==> config.mk <==
export PLATFORM = sky130hd
export DESIGN_NAME = datapath_sequencer
export DESIGN_NICKNAME = d
export VERILOG_FILES = /design/src/rtl/datapath_sequencer.sv
export SDC_FILE = /design/constraint.sdc
export NUM_CORES = 1
export LEC_CHECK = 0
export ABC_AREA = 1
export CAP_MARGIN = 15
export CORE_AREA = 2 2 58 87
export CTS_CLUSTER_SIZE = 12
export DETAILED_ROUTE_END_ITERATION = 16
export DIE_AREA = 0 0 60 89
export PLACE_DENSITY = 0.74
export SYNTH_ARGS = -nofsm -noshare
export SYNTH_HDL_FRONTEND = slang
export SYNTH_SLANG_ARGS = --single-unit
==> constraint.sdc <==
create_clock -name Clock -period 1.5 [get_ports Clock]
set_input_delay 0.225 -clock Clock [delete_from_list [all_inputs] [get_ports Clock]]
set_output_delay 0.225 -clock Clock [all_outputs]
set_load 0.1 [all_outputs]
==> src/rtl/datapath_sequencer.sv <==
// Purpose : hardwired control unit sequencing fetch/decode/execute/PC-advance for a SPARC datapath subset.
// Latency : one state per clock; outputs are registered from the next state (wait-state load enables also gated by MOC).
// Backpressure: stalls in FETCH1/LD_MEM/ST_MEM until MOC; halts after MOC_TIMEOUT cycles without it.
// Ports   : Clock/Reset (sync, active-low); IR, MOC, Cond, Trap in; register loads, mux selects,
//           ALU OP, memory strobes (MOV/RW/SU/SIZE), Halt and debug State out.
module datapath_sequencer #(
    parameter logic [5:0] OP_ADD      = 6'b000000,
    parameter logic [5:0] OP_PASSA    = 6'b111110,
    parameter logic [5:0] OP_PASSB    = 6'b111111,
    parameter int         MOC_TIMEOUT = 16
) (
    input  logic        Clock,
    input  logic        Reset,
    input  logic [31:0] IR,
    input  logic        MOC,
    input  logic        Cond,
    input  logic        Trap,
    output logic        RF_Ld,
    output logic        FR_Ld,
    output logic        IR_Ld,
    output logic        MAR_Ld,
    output logic        MDR_Ld,
    output logic        nPC_Ld,
    output logic        PC_Ld,
    output logic [1:0]  MUX_A,
    output logic [1:0]  MUX_B,
    output logic [1:0]  MUX_OP,
    output logic [1:0]  MUX_RFA,
    output logic [1:0]  MUX_nPC,
    output logic [1:0]  MUX_PC,
    output logic [1:0]  MUX_Add4,
    output logic [1:0]  MUX_MDR,
    output logic [5:0]  OP,
    output logic        MOV,
    output logic        RW,
    output logic        SU,
    output logic [1:0]  SIZE,
    output logic        Halt,
    output logic [3:0]  State
);

    typedef enum logic [3:0] {
        S_RESET    = 4'd0,  S_FETCH0  = 4'd1,  S_FETCH1   = 4'd2,  S_DECODE  = 4'd3,
        S_EXEC_ALU = 4'd4,  S_LD_ADDR = 4'd5,  S_LD_MEM   = 4'd6,  S_LD_WB   = 4'd7,
        S_ST_ADDR  = 4'd8,  S_ST_DATA = 4'd9,  S_ST_MEM   = 4'd10, S_BRANCH  = 4'd11,
        S_BR_TAKEN = 4'd12, S_ADVANCE = 4'd13, S_TRAP     = 4'd14, S_HALT    = 4'd15
    } state_t;

    typedef struct packed {
        logic       rf_ld, fr_ld, ir_ld, mar_ld, mdr_ld, npc_ld, pc_ld;
        logic       moc_gate;   // loads in this state only fire on the MOC cycle
        logic [1:0] mux_a, mux_b, mux_op, mux_rfa, mux_npc, mux_pc, mux_add4, mux_mdr;
        logic [5:0] op;
        logic       mov, rw, halt;
    } ctl_t;

    localparam int             CW       = $clog2(MOC_TIMEOUT);
    localparam logic [CW-1:0]  CNT_LAST = CW'(MOC_TIMEOUT - 1);

    state_t        state, nxt;
    ctl_t          ctl;
    logic [CW-1:0] cnt;
    logic          timed_out, is_wait, is_win, gate_ok;
    logic          unused_ir;

    function automatic ctl_t decode(input state_t s, input logic ir13, input logic ir23);
        ctl_t c;
        c    = '0;
        c.rw = 1'b1;
        case (s)
            S_RESET, S_TRAP: begin  // PC <- TBR, nPC <- TBR + 4
                c.pc_ld = 1'b1; c.mux_pc = 2'd2; c.npc_ld = 1'b1; c.mux_npc = 2'd0; c.mux_add4 = 2'd1;
            end
            S_FETCH0: begin
                c.mux_a = 2'd1; c.mux_op = 2'd1; c.op = OP_PASSA; c.mar_ld = 1'b1;
            end
            S_FETCH1: begin
                c.mov = 1'b1; c.ir_ld = 1'b1; c.moc_gate = 1'b1;
            end
            S_EXEC_ALU: begin
                c.mux_b = {1'b0, ir13}; c.rf_ld = 1'b1; c.fr_ld = ir23;
            end
            S_LD_ADDR, S_ST_ADDR: begin
                c.mux_b = {1'b0, ir13}; c.mux_op = 2'd1; c.op = OP_ADD; c.mar_ld = 1'b1;
            end
            S_LD_MEM: begin
                c.mov = 1'b1; c.mdr_ld = 1'b1; c.moc_gate = 1'b1;
            end
            S_LD_WB: begin
                c.mux_b = 2'd2; c.mux_op = 2'd1; c.op = OP_PASSB; c.rf_ld = 1'b1;
            end
            S_ST_DATA: begin  // rd through port A into MDR
                c.mux_rfa = 2'd1; c.mux_op = 2'd1; c.op = OP_PASSA; c.mux_mdr = 2'd1; c.mdr_ld = 1'b1;
            end
            S_ST_MEM: begin
                c.mov = 1'b1; c.rw = 1'b0;
            end
            S_BR_TAKEN: begin  // PC <- old nPC and nPC <- PC + disp on the same edge
                c.pc_ld = 1'b1; c.mux_a = 2'd1; c.mux_b = 2'd1; c.mux_op = 2'd1;
                c.op = OP_ADD; c.mux_npc = 2'd2; c.npc_ld = 1'b1;
            end
            S_ADVANCE: begin
                c.pc_ld = 1'b1; c.npc_ld = 1'b1;
            end
            S_HALT: c.halt = 1'b1;
            default: ;
        endcase
        return c;
    endfunction

    assign timed_out = (cnt == CNT_LAST);
    assign is_wait   = (state == S_FETCH1) || (state == S_LD_MEM) || (state == S_ST_MEM);
    assign is_win    = (IR[24:20] == 5'b11110);  // SAVE (111100) / RESTORE (111101)
    assign unused_ir = ^{IR[29:25], IR[18:14], IR[12:0]};

    always_comb begin
        nxt = state;
        case (state)
            S_RESET:    nxt = S_FETCH0;
            S_FETCH0:   nxt = S_FETCH1;
            S_FETCH1:   if (MOC) nxt = S_DECODE;  else if (timed_out) nxt = S_HALT;
            S_DECODE: begin
                if (IR[31:30] == 2'b10)
                    nxt = (is_win && Trap) ? S_TRAP : S_EXEC_ALU;
                else if (IR[31:30] == 2'b11)
                    nxt = IR[21] ? S_ST_ADDR : S_LD_ADDR;
                else if (IR[31:30] == 2'b00 && IR[24:22] == 3'b010)
                    nxt = S_BRANCH;
                else
                    nxt = S_ADVANCE;
            end
            S_EXEC_ALU: nxt = S_ADVANCE;
            S_LD_ADDR:  nxt = S_LD_MEM;
            S_LD_MEM:   if (MOC) nxt = S_LD_WB;   else if (timed_out) nxt = S_HALT;
            S_LD_WB:    nxt = S_ADVANCE;
            S_ST_ADDR:  nxt = S_ST_DATA;
            S_ST_DATA:  nxt = S_ST_MEM;
            S_ST_MEM:   if (MOC) nxt = S_ADVANCE; else if (timed_out) nxt = S_HALT;
            S_BRANCH:   nxt = Cond ? S_BR_TAKEN : S_ADVANCE;
            S_BR_TAKEN, S_ADVANCE, S_TRAP: nxt = S_FETCH0;
            S_HALT:     nxt = S_HALT;
            default:    nxt = S_RESET;
        endcase
    end

    // Outputs are decoded from the state being entered so they line up with State.
    always_ff @(posedge Clock) begin
        if (!Reset) begin
            state <= S_RESET;
            cnt   <= '0;
            ctl   <= decode(S_RESET, IR[13], IR[23]);
        end else begin
            state <= nxt;
            ctl   <= decode(nxt, IR[13], IR[23]);
            if (nxt != state)
                cnt <= '0;  // leaving any state clears, so every wait starts at 0
            else if (is_wait && !MOC)
                cnt <= cnt + CW'(1);
        end
    end

    assign gate_ok  = MOC | ~ctl.moc_gate;
    assign RF_Ld    = ctl.rf_ld  & gate_ok;
    assign FR_Ld    = ctl.fr_ld  & gate_ok;
    assign IR_Ld    = ctl.ir_ld  & gate_ok;
    assign MAR_Ld   = ctl.mar_ld & gate_ok;
    assign MDR_Ld   = ctl.mdr_ld & gate_ok;
    assign nPC_Ld   = ctl.npc_ld & gate_ok;
    assign PC_Ld    = ctl.pc_ld  & gate_ok;
    assign MUX_A    = ctl.mux_a;
    assign MUX_B    = ctl.mux_b;
    assign MUX_OP   = ctl.mux_op;
    assign MUX_RFA  = ctl.mux_rfa;
    assign MUX_nPC  = ctl.mux_npc;
    assign MUX_PC   = ctl.mux_pc;
    assign MUX_Add4 = ctl.mux_add4;
    assign MUX_MDR  = ctl.mux_mdr;
    assign OP       = ctl.op;
    assign MOV      = ctl.mov;
    assign RW       = ctl.rw;
    assign SU       = 1'b1;
    assign SIZE     = 2'b10;
    assign Halt     = ctl.halt;
    assign State    = state;

endmodule

==> results of run 1 <==
==> state kept, by name, indices dropped and copies added (netlist names) <==
name and flops:
Halt 1, MOV 1, MUX_A 1, MUX_Add4 1, MUX_B 2, MUX_MDR 1
MUX_OP 1, MUX_nPC 1, OP 2, RW 1, State 4, cnt 4
ctl 7
==> synthesized netlist by cell type <==
master	n
a211oi_1	1
a21boi_1	1
a21oi_1	4
a31oi_1	1
buf_2	1
buf_4	27
buf_6	1
clkbuf_1	1
clkinv_1	1
conb_1	2
dfxtp_1	27
ha_1	1
inv_1	29
inv_2	8
nand2_1	52
nand2_2	5
nand2_4	1
nand3_1	22
nand3_2	1
nand4_1	1
nand4_2	1
nor2_1	41
nor2_2	5
nor2_4	3
nor3_1	1
nor3_2	1
o21ai_0	3
o21ai_1	1
xnor2_1	1
xor2_1	3
==> worst reg2reg max path, cell delays in order (launching register included) <==
cell     delay [ps]
dfxtp_2         350
ha_4            170
nand3_4          90
nand2_1          80
nand2_2         110
nand3_1         100
nor2_2          220
nor2_1           80
nand2_2          90
nand3_2          90
nand2_2          80
nand2_1          50
==> metal layers <==
metal	up-vias	GRT usage (%)	share of wire [%]
met5	-	0	0
met4	0	5.859	2.3
met3	13	2.460	3.5
met2	55	32.21	60
met1	809	16.05	35
li1	824	-	-
==> worst paths after layout <==
check,startpoint,endpoint,cells past startpoint
worst max-delay path,cnt[0]$_SDFFE_PP0P_,MUX_OP[0]$_SDFF_PN0_,11
worst max register to register,cnt[0]$_SDFFE_PP0P_,MUX_OP[0]$_SDFF_PN0_,11
worst min register to register,cnt[3]$_SDFFE_PP0P_,cnt[3]$_SDFFE_PP0P_,2
worst min-delay path,IR[13],MUX_B[0]$_SDFF_PN0_,5
==> power by group <==
| group | switching [W] | internal, W | leakage, nW |
|---|---|---|---|
| Clock | 0.000235 | 0.000189 | 0.0217 |
| Sequential | 0.000140 | 0.000808 | 0.224 |
| Combinational | 0.00170 | 0.000909 | 1.09 |
==> kinds of logic (layout without fill, tap and decap cells) <==
| logic type | Yosys count | after routing |
|---|---|---|
| simple gates | 134 | 134 |
| buf+inv | 68 | 116 |
| flops | 27 | 27 |
| compound gates | 11 | 11 |
| xor+xnor | 4 | 4 |
| other cells | 2 | 10 |
| fa+ha+maj | 1 | 1 |
==> per-stage QoR <==
stage          util, %  std cells  hold slack [ps]  setup TNS [ps]  cell area, µm²
2_1_floorplan        -        255            375.8           -3291            1753
3_3_place_gp     54.27        351            511.2           -6852            2465
3_5_place_dp     54.27        351            531.5           -7619            2465
4_1_cts          58.18        356            573.2               0            2643
5_1_grt          62.81        367            598.3           -1903            2853
6_report         62.81        367            568.8          -457.3            2853
==> final cells by class <==
cell class / instances / area [µm²] / area share (%)
timing repair buffer: 74 / 950.9 / 33.33
multi-input combinational: 160 / 1055 / 36.97
sequential: 27 / 558.0 / 19.56
clock inverter: 1 / 7.507 / 0.2632
tap: 64 / 80.08 / 2.807
inverter: 38 / 160.2 / 5.614
clock buffer: 3 / 41.29 / 1.447
==> what timing repair did <==
action	CTS	global route
buffers inserted	1	11
pin swaps	10	20
hold buffers	0	0
setup endpoints to repair	25	22
gates cloned	0	0
resized for setup	33	37
==> results.md, run 1 <==
* Status: complete, but fails checks
* Failing checks: setup timing
* CP max stage cell: dfxtp_2
* Pleak at 1.338 nW
* WP data arrival at 1790 ps
* R2r setup slk at -100 ps
* Die W at 60 µm
* Starting density of the core at 35.95%
* PwrDens at 1394 mW/mm²
* Grt ovf at 0
* N_diodes at 0
* CTS tree: done
* Drt first pass iters at 4
* Share of layout cells above drive strength 1 at 49.50%
* Max Cap Viol at 0
* Die height at 89 µm
* PortBufs at 41
* WP buf/inv at 0
* Hpwl dp at 3.158 mm
* Multiplexer area fraction after synthesis at 0%
* Clock latency at the later pin of the worst-skew pair at 280 ps
* Final ANT Viol Nets at 0
* Netlist cell types at 30
* Flops & latches, synth at 27
* Largest net degree at the start of global routing at 17
* Die area at 0.005340 mm²
* Synth Area in Simple Gates at 37.39%
* TritonCTS Buffers at 3
* Post-DR wirelength/cell at 12.53 µm
* Crit share post-route at 106.9%
* Clk slew on worst S/H paths at 90 ps
* Peak supply drop at 0.7619 mV
* Yosys warnings at 0
* Core Rows at 30
* Largest family of logic cells by synthesized area: simple AND/OR/NAND/NOR gates
* Clock Path Buffers at 2
* Top delay family on crit path: simple AND/OR/NAND/NOR gates
* Post-route worst setup slack at -102.9 ps
* Total power at 0.003976 W
* FMAX at 0.6239 GHz
* Worst hold path class: primary input to flip-flop
* Nets at 342
* Vias in the first global route at 1531
* Most common cell on crit path: nand2_2
* Most frequent cells in the layout: 35 x nand2_1, 31 x buf_4, 29 x buf_12, 27 x nor2_1, 24 x inv_1
* Final setup fails at 11
* Share of the synthesized area in the top cell type at 33.10%
* Critical-path cell list: ha_4 > nand3_4 > nand2_1 > nand2_2 > nand3_1 > nor2_2 > nor2_1 > nand2_2 > nand3_2 > nand2_2 > nand2_1
* CP max FO at 3
* Syn Std Cell Area at 0.001633 mm²
* Synth Area in Adders at 0.7663%
* Setup Skew at 2.218 ps
* Final Max Slew Viols at 0
* TritonCTS Sinks at 27
* DR DRC count at 0
* Drt total wl at 4.600 mm
* Required @ worst endpoint at 1680 ps
* Area Growth Syn to Fin at 74.71%
* Filler instances at 346
* Fin crit period at 1603 ps
* Mean post-synth cell area at 6.611 µm²
* RSZ-0062 raised after global routing: yes
* Cell taking the most area after synthesis: dfxtp_1
* CTS H-tree lvls at 1
* First-pass GRT wire length at 6.679 mm
* WS Path Type: flip-flop to flip-flop
* Crit. End Element: flip-flop
* CTS root buf: clkbuf_8
* Placer Congestion at 0.8958
* Via/cell ratio at 4.635
* Worst stage delay on the critical path at 350 ps
* Initial antenna violation count at 0
* Post-Synth XOR/XNOR Area at 2.146%
* Cell count after synthesis at 247
* Largest cells by area after synthesis: dfxtp_1 33%, buf_4 12%, nand2_1 12%
* Most common cell after layout, fill and taps aside: nand2_1
* Place WS at -368.4 ps
* Complex-gate fraction of the synthesized area at 3.755%
* Final number of hold-violating endpoints at 0
* DR iter-0 viols at 23
* DR vias at 1701
* I/O pin cnt at 76
* GRT Resource Usage Total at 16.15%
* Sequential element share of the synthesized area at 33.10%
* Core ar. at 0.004542 mm²
* CP startpoint kind: flip-flop
(Power assumes the default switching activity.)
==> run 2: changes to the inputs <==
CORE_AREA = 2 2 48 72   (was 2 2 58 87)
DIE_AREA = 0 0 50 74   (was 0 0 60 89)
DONT_BUFFER_PORTS = 1   (was unset)
PLACE_DENSITY = 0.71   (was 0.74)
==> run 2 against run 1 <==
- the flow still finishes with violations (setup timing)
- hold slack got worse by 540 ps
- clock-buffer cell count unchanged
- first-iteration DRC count grew to 2.7 times the previous value
- core utilization is 15 points higher
- sequential cell count did not move
- sequential power down 5.0%
- global-route usage increased by 6.9 points
- register-to-register slack better by 20 ps
- die area down 31%
- non-clock buffer count shrank 23
- via count is 4.3% lower
==> results.md, run 2 (synthesis gave the netlist of run 1 again) <==
* Largest register FFs at 7
* Die area at 0.003700 mm²
* DR vias at 1628
* Hpwl dp at 2.790 mm
* Crit share post-route at 105.6%
* DR iter-0 viols at 63
* Final setup fails at 15
* CTS tree: done
* Placer Congestion at 0.8848
* Via/cell ratio at 5.088
* Failing checks: setup timing
* PortBufs at 0
* Die height at 74 µm
* Core Util, Final at 77.37%
* Share of layout cells above drive strength 1 at 53.57%
* Crit. End Element: flip-flop
* WP data arrival at 1820 ps
* Die W at 50 µm
* RSZ-0062 raised after global routing: yes
* I/O pin cnt at 76
* Starting density of the core at 52.73%
* Fin crit period at 1584 ps
* Most common cell on crit path: nand2_1
* WS Path Type: flip-flop to flip-flop
* Peak supply drop at 1.584 mV
* Max Cap Viol at 0
* DR DRC count at 0
* Worst stage delay on the critical path at 440 ps
* Vias in the first global route at 1500
* Multi-input gate area at 0.001069 mm²
* Filler instances at 217
* CP max stage cell: dfxtp_4
* Final ANT Viol Nets at 0
* Clock Path Buffers at 2
* Area Growth Syn to Fin at 46.74%
* Drt total wl at 4.577 mm
* WP buf/inv at 2
* Grt ovf at 0
* CP startpoint kind: flip-flop
* Critical-path cell list: nand2_4 > inv_2 > nand2_1 > nand3_1 > nand2_1 > inv_2 > nand2_4 > nor2_4 > nand2_1 > nand3_1 > nand2_1 > nand2_2
* N_diodes at 0
* PwrDens at 1534 mW/mm²
* Pleak at 1.181 nW
* Final number of hold-violating endpoints at 0
* Final Max Slew Viols at 0
* FMAX at 0.6312 GHz
* FF+latch area at 564.3 µm²
* Total power at 0.003676 W
* TritonCTS Buffers at 3
* First-pass GRT wire length at 6.389 mm
* Drt first pass iters at 4
* CP max FO at 7
* Post-route worst setup slack at -84.40 ps
* Largest net degree at the start of global routing at 17
* CTS H-tree lvls at 1
* Clk slew on worst S/H paths at 100 ps
* Required @ worst endpoint at 1730 ps
* Setup Skew at 6.603 ps
* Initial antenna violation count at 0
* Worst hold path class: primary input to flip-flop
* Status: complete, but fails checks
* Most common cell after layout, fill and taps aside: buf_4
* Biggest register: ctl
* TritonCTS Sinks at 27
* GRT Resource Usage Total at 23.07%
* Most frequent cells in the layout: 37 x buf_4, 33 x nand2_1, 23 x nor2_1, 22 x inv_1
* Nets at 319
* Core ar. at 0.003097 mm²
* Post-DR wirelength/cell at 14.30 µm
* Core Rows at 25
* Top delay family on crit path: simple AND/OR/NAND/NOR gates
* CTS root buf: clkbuf_8
* Clock latency at the later pin of the worst-skew pair at 280 ps
run 2: cell count changes in the layout (fill, tap and decap cells not counted), moves of 2 or more:
cell	previous run	this run
clkdlybuf4s50_1	8	0
nand2_1	35	33
inv_1	24	22
nor2_4	12	15
dlygate4sd2_1	4	0
buf_6	2	4
buf_4	31	37
dfxtp_1	21	18
nand2_2	14	18
dfxtp_2	2	4
inv_2	8	12
nor2_1	27	23
buf_12	29	9
run 2: metrics by stage:
stage / setup WS (ps) / instances / hold slack [ps] / TNS, ps / area [µm²]
after floorplan: -380.2 / 255 / 375.8 / -3291 / 1753
after global placement: -88.71 / 307 / 299.7 / -634.8 / 2028
after global routing: -171.7 / 320 / 23.30 / -2187 / 2396
after CTS: -18.98 / 313 / 16.10 / -57.15 / 2213
after detailed placement: -122.8 / 307 / 297.3 / -1140 / 2028
final: -84.40 / 320 / 30.91 / -707.0 / 2396
run 2: layout make-up:
class,count,area share [%]
Multi-Input combinational cell,160,44.60
Sequential cell,27,23.55
Timing Repair Buffer,51,21.41
Inverter,38,6.371
Tap cell,40,2.089
Clock buffer,3,1.723
Clock inverter,1,0.2611
run 2: power by group:
group	switching, W	internal [W]	leakage [nW]
clock network	0.000236	0.000190	0.0260
registers	0.0000895	0.000812	0.225
logic	0.00170	0.000650	0.929
run 2: routing by layer:
layer / share of wire [%] / global-route usage (%) / vias up
li1: - / - / 778
met1: 34 / 20.79 / 776
met2: 57 / 47.08 / 56
met3: 3.7 / 2.209 / 18
met4: 5.0 / 15.12 / 0
met5: 0 / 0 / -
run 2: worst paths after layout:
kind | startpoint | endpoint | cells past startpoint | slack (ps)
max | State[3]$_SDFF_PN0_ | MUX_OP[0]$_SDFF_PN0_ | 12 | -80
min | Reset | ctl[27]$_SDFF_PN1_ | 1 | 30
max reg2reg | State[3]$_SDFF_PN0_ | MUX_OP[0]$_SDFF_PN0_ | 12 | -80
min reg2reg | cnt[3]$_SDFFE_PP0P_ | cnt[3]$_SDFFE_PP0P_ | 2 | 630
run 2: timing repair:
item                                    CTS  global route
hold buffers                              1             0
endpoints found under the setup margin   29            22
buffers inserted                          1             7
gates resized for setup                  27            41
hold endpoints to repair                  1             0
pin swaps                                13            16
==> run 3: changes to the inputs <==
MAX_ROUTING_LAYER = met4   (was unset)
==> run 3 against run 2 <==
- the flow finishes with violations (hold timing, setup timing)
- non-clock buffer count is 3 lower
- cell count is 0.94% lower
- design area is 1.4% lower
- global-route usage is 0.82 points lower
- routed wire length is 8.0% lower
- die area stayed put
- clock skew is 4.6 ps lower
- hold slack worse by 34 ps
- worst setup slack better by 11 ps
- critical path type unchanged
- critical endpoint is now cnt[2]$_SDFFE_PP0P_
- largest cell class unchanged
- highest routed layer unchanged
==> results.md, run 3 (synthesis gave the netlist of run 1 again) <==
* Status: complete, but fails checks
* Failing checks: hold timing, setup timing
* Clock latency at the later pin of the worst-skew pair at 280 ps
* Crit. End Element: flip-flop
* Fin crit period at 1573 ps
* Comb pwr share at 63.5%
* Grt met1 use at 20.23%
* Cts hold-fix bufs at 0
* Int Pwr at 0.001631 W
* Final Max Slew Viols at 0
* Switching Share at 54.82%
* DR iter-0 viols at 40
* PortBufs at 0
* TritonCTS Sinks at 27
* Met2 usage at 43.57%
* Drt total wl at 4.209 mm
* RSZ-0062 raised after global routing: yes
* Share of layout cells above drive strength 1 at 49.46%
* CTS tree: done
* Setup Skew at 1.979 ps
* Worst stage delay on the critical path at 440 ps
* Setup TNS at -520.2 ps
* Most common cell after layout, fill and taps aside: buf_4
* CP max FO at 7
* Vias in the first global route at 1417
* Final ANT Viol Nets at 0
* Reg power frac at 24.9%
* WP buf/inv at 1
* CP max stage cell: dfxtp_4
* Starting density of the core at 52.73%
* CP startpoint kind: flip-flop
* Peak supply drop at 1.269 mV
* WP data arrival at 1800 ps
* Met3 Use GR at 2.008%
* Final number of hold-violating endpoints at 1
* Critical-path cell list: nand2_4 > inv_1 > nand2_1 > nor2_1 > nand2_2 > nand2_2 > nor2_4 > nand2_1 > nand2_1 > nor2_1 > nand3_2 > nor2_1
* Area Growth Syn to Fin at 44.67%
* Pleak at 1.177 nW
* First-pass GRT wire length at 6.003 mm
* PwrDens at 1528 mW/mm²
* Largest register FFs at 7
* Die area at 0.003700 mm²
* Core Rows at 25
* Worst setup startpoint: State[1]$_SDFF_PN0_
* Placer Congestion at 0.9026
* Busiest layer in global routing: met2
* FMAX at 0.6357 GHz
* Max Cap Viol at 0
* DR DRC count at 0
* Biggest register: ctl
* Die W at 50 µm
* I/O pin cnt at 76
* Drt first pass iters at 4
* WS Path Type: flip-flop to flip-flop
* Switching power at 0.001978 W
* Grt ovf at 0
* Die height at 74 µm
* Final setup fails at 11
* Most frequent cells in the layout: 37 x buf_4, 36 x nand2_1, 27 x nor2_1, 26 x inv_1, 18 x dfxtp_1
* Hpwl dp at 2.849 mm
* Required @ worst endpoint at 1730 ps
* CTS H-tree lvls at 1
* Filler instances at 211
* GRT Resource Usage Total at 22.25%
* Hold path start: Reset
* DR vias at 1562
* Via/cell ratio at 4.927
* CTS root buf: clkbuf_8
* Clk slew on worst S/H paths at 90 ps
* Top delay family on crit path: simple AND/OR/NAND/NOR gates
* TritonCTS Buffers at 3
* Nets at 316
* Largest net degree at the start of global routing at 16
* Worst hold path class: primary input to flip-flop
* Clock Path Buffers at 2
* Post-DR wirelength/cell at 13.28 µm
* Post-route worst setup slack at -73.01 ps
* Initial antenna violation count at 0
* Clock share of power at 11.6%
* FF-to-FF Start: State[1]$_SDFF_PN0_
* Core ar. at 0.003097 mm²
* N_diodes at 0
* Core Util, Final at 76.28%
* Min Hold Slack at -2.952 ps
* Crit share post-route at 104.9%
-- run 3: per-stage QoR --
step	cells	hold slack, ps	cell area, µm²	total power (W)	setup slack [ps]
6_report	317	-2.952	2362	0.003609	-73.01
2_1_floorplan	255	375.8	1753	0.002543	-380.2
5_1_grt	317	-4.437	2362	0.003756	-235.1
3_3_place_gp	308	300.0	2036	0.002876	-99.70
3_5_place_dp	308	298.5	2036	0.002905	-146.9
4_1_cts	314	5.248	2178	0.003393	0.9179
-- run 3: layer usage --
| layer | vias up | wire, µm |
|---|---|---|
| li1 | 774 | - |
| met1 | 709 | 1380 |
| met2 | 58 | 2393 |
| met3 | 21 | 193 |
| met4 | 0 | 242 |
| met5 | - | 0 |
-- run 3: worst paths after layout --
| path | endpoint | slack [ps] | cells past startpoint |
|---|---|---|---|
| worst max register to register | cnt[2]$_SDFFE_PP0P_ | -70 | 12 |
| worst min-delay path | ctl[27]$_SDFF_PN1_ | -3 | 1 |
| worst min register to register | cnt[3]$_SDFFE_PP0P_ | 620 | 2 |
| worst max-delay path | cnt[2]$_SDFFE_PP0P_ | -70 | 12 |
-- run 3: repair_timing --
item | 4_1_cts | 5_1_grt
endpoints found under the hold margin | 0 | 0
setup buffers | 2 | 3
gates resized for setup | 19 | 41
endpoints found under the setup margin | 28 | 22
pin swaps | 9 | 18
-- run 3: power groups by stage --
stage	sequential, W	clock [W]	combinational, W
floorplan	0.00104	0	0.00151
global placement	0.000897	0	0.00198
detailed placement	0.000902	0	0.00200
CTS	0.000892	0.000417	0.00208
global route	0.000910	0.000452	0.00239
finish	0.000898	0.000418	0.00229
-- run 3: area by class of cell --
type                    instances  area [µm²]  share of cell area, %
multi-input cells             160        1066                  45.13
flip-flops and latches         27       564.3                  23.89
repair buffers                 48       480.5                  20.34
inverters                      38       155.1                  6.568
well taps                      40       50.05                  2.119
clock buffers                   3       41.29                  1.748
clock inverters                 1       5.005                 0.2119
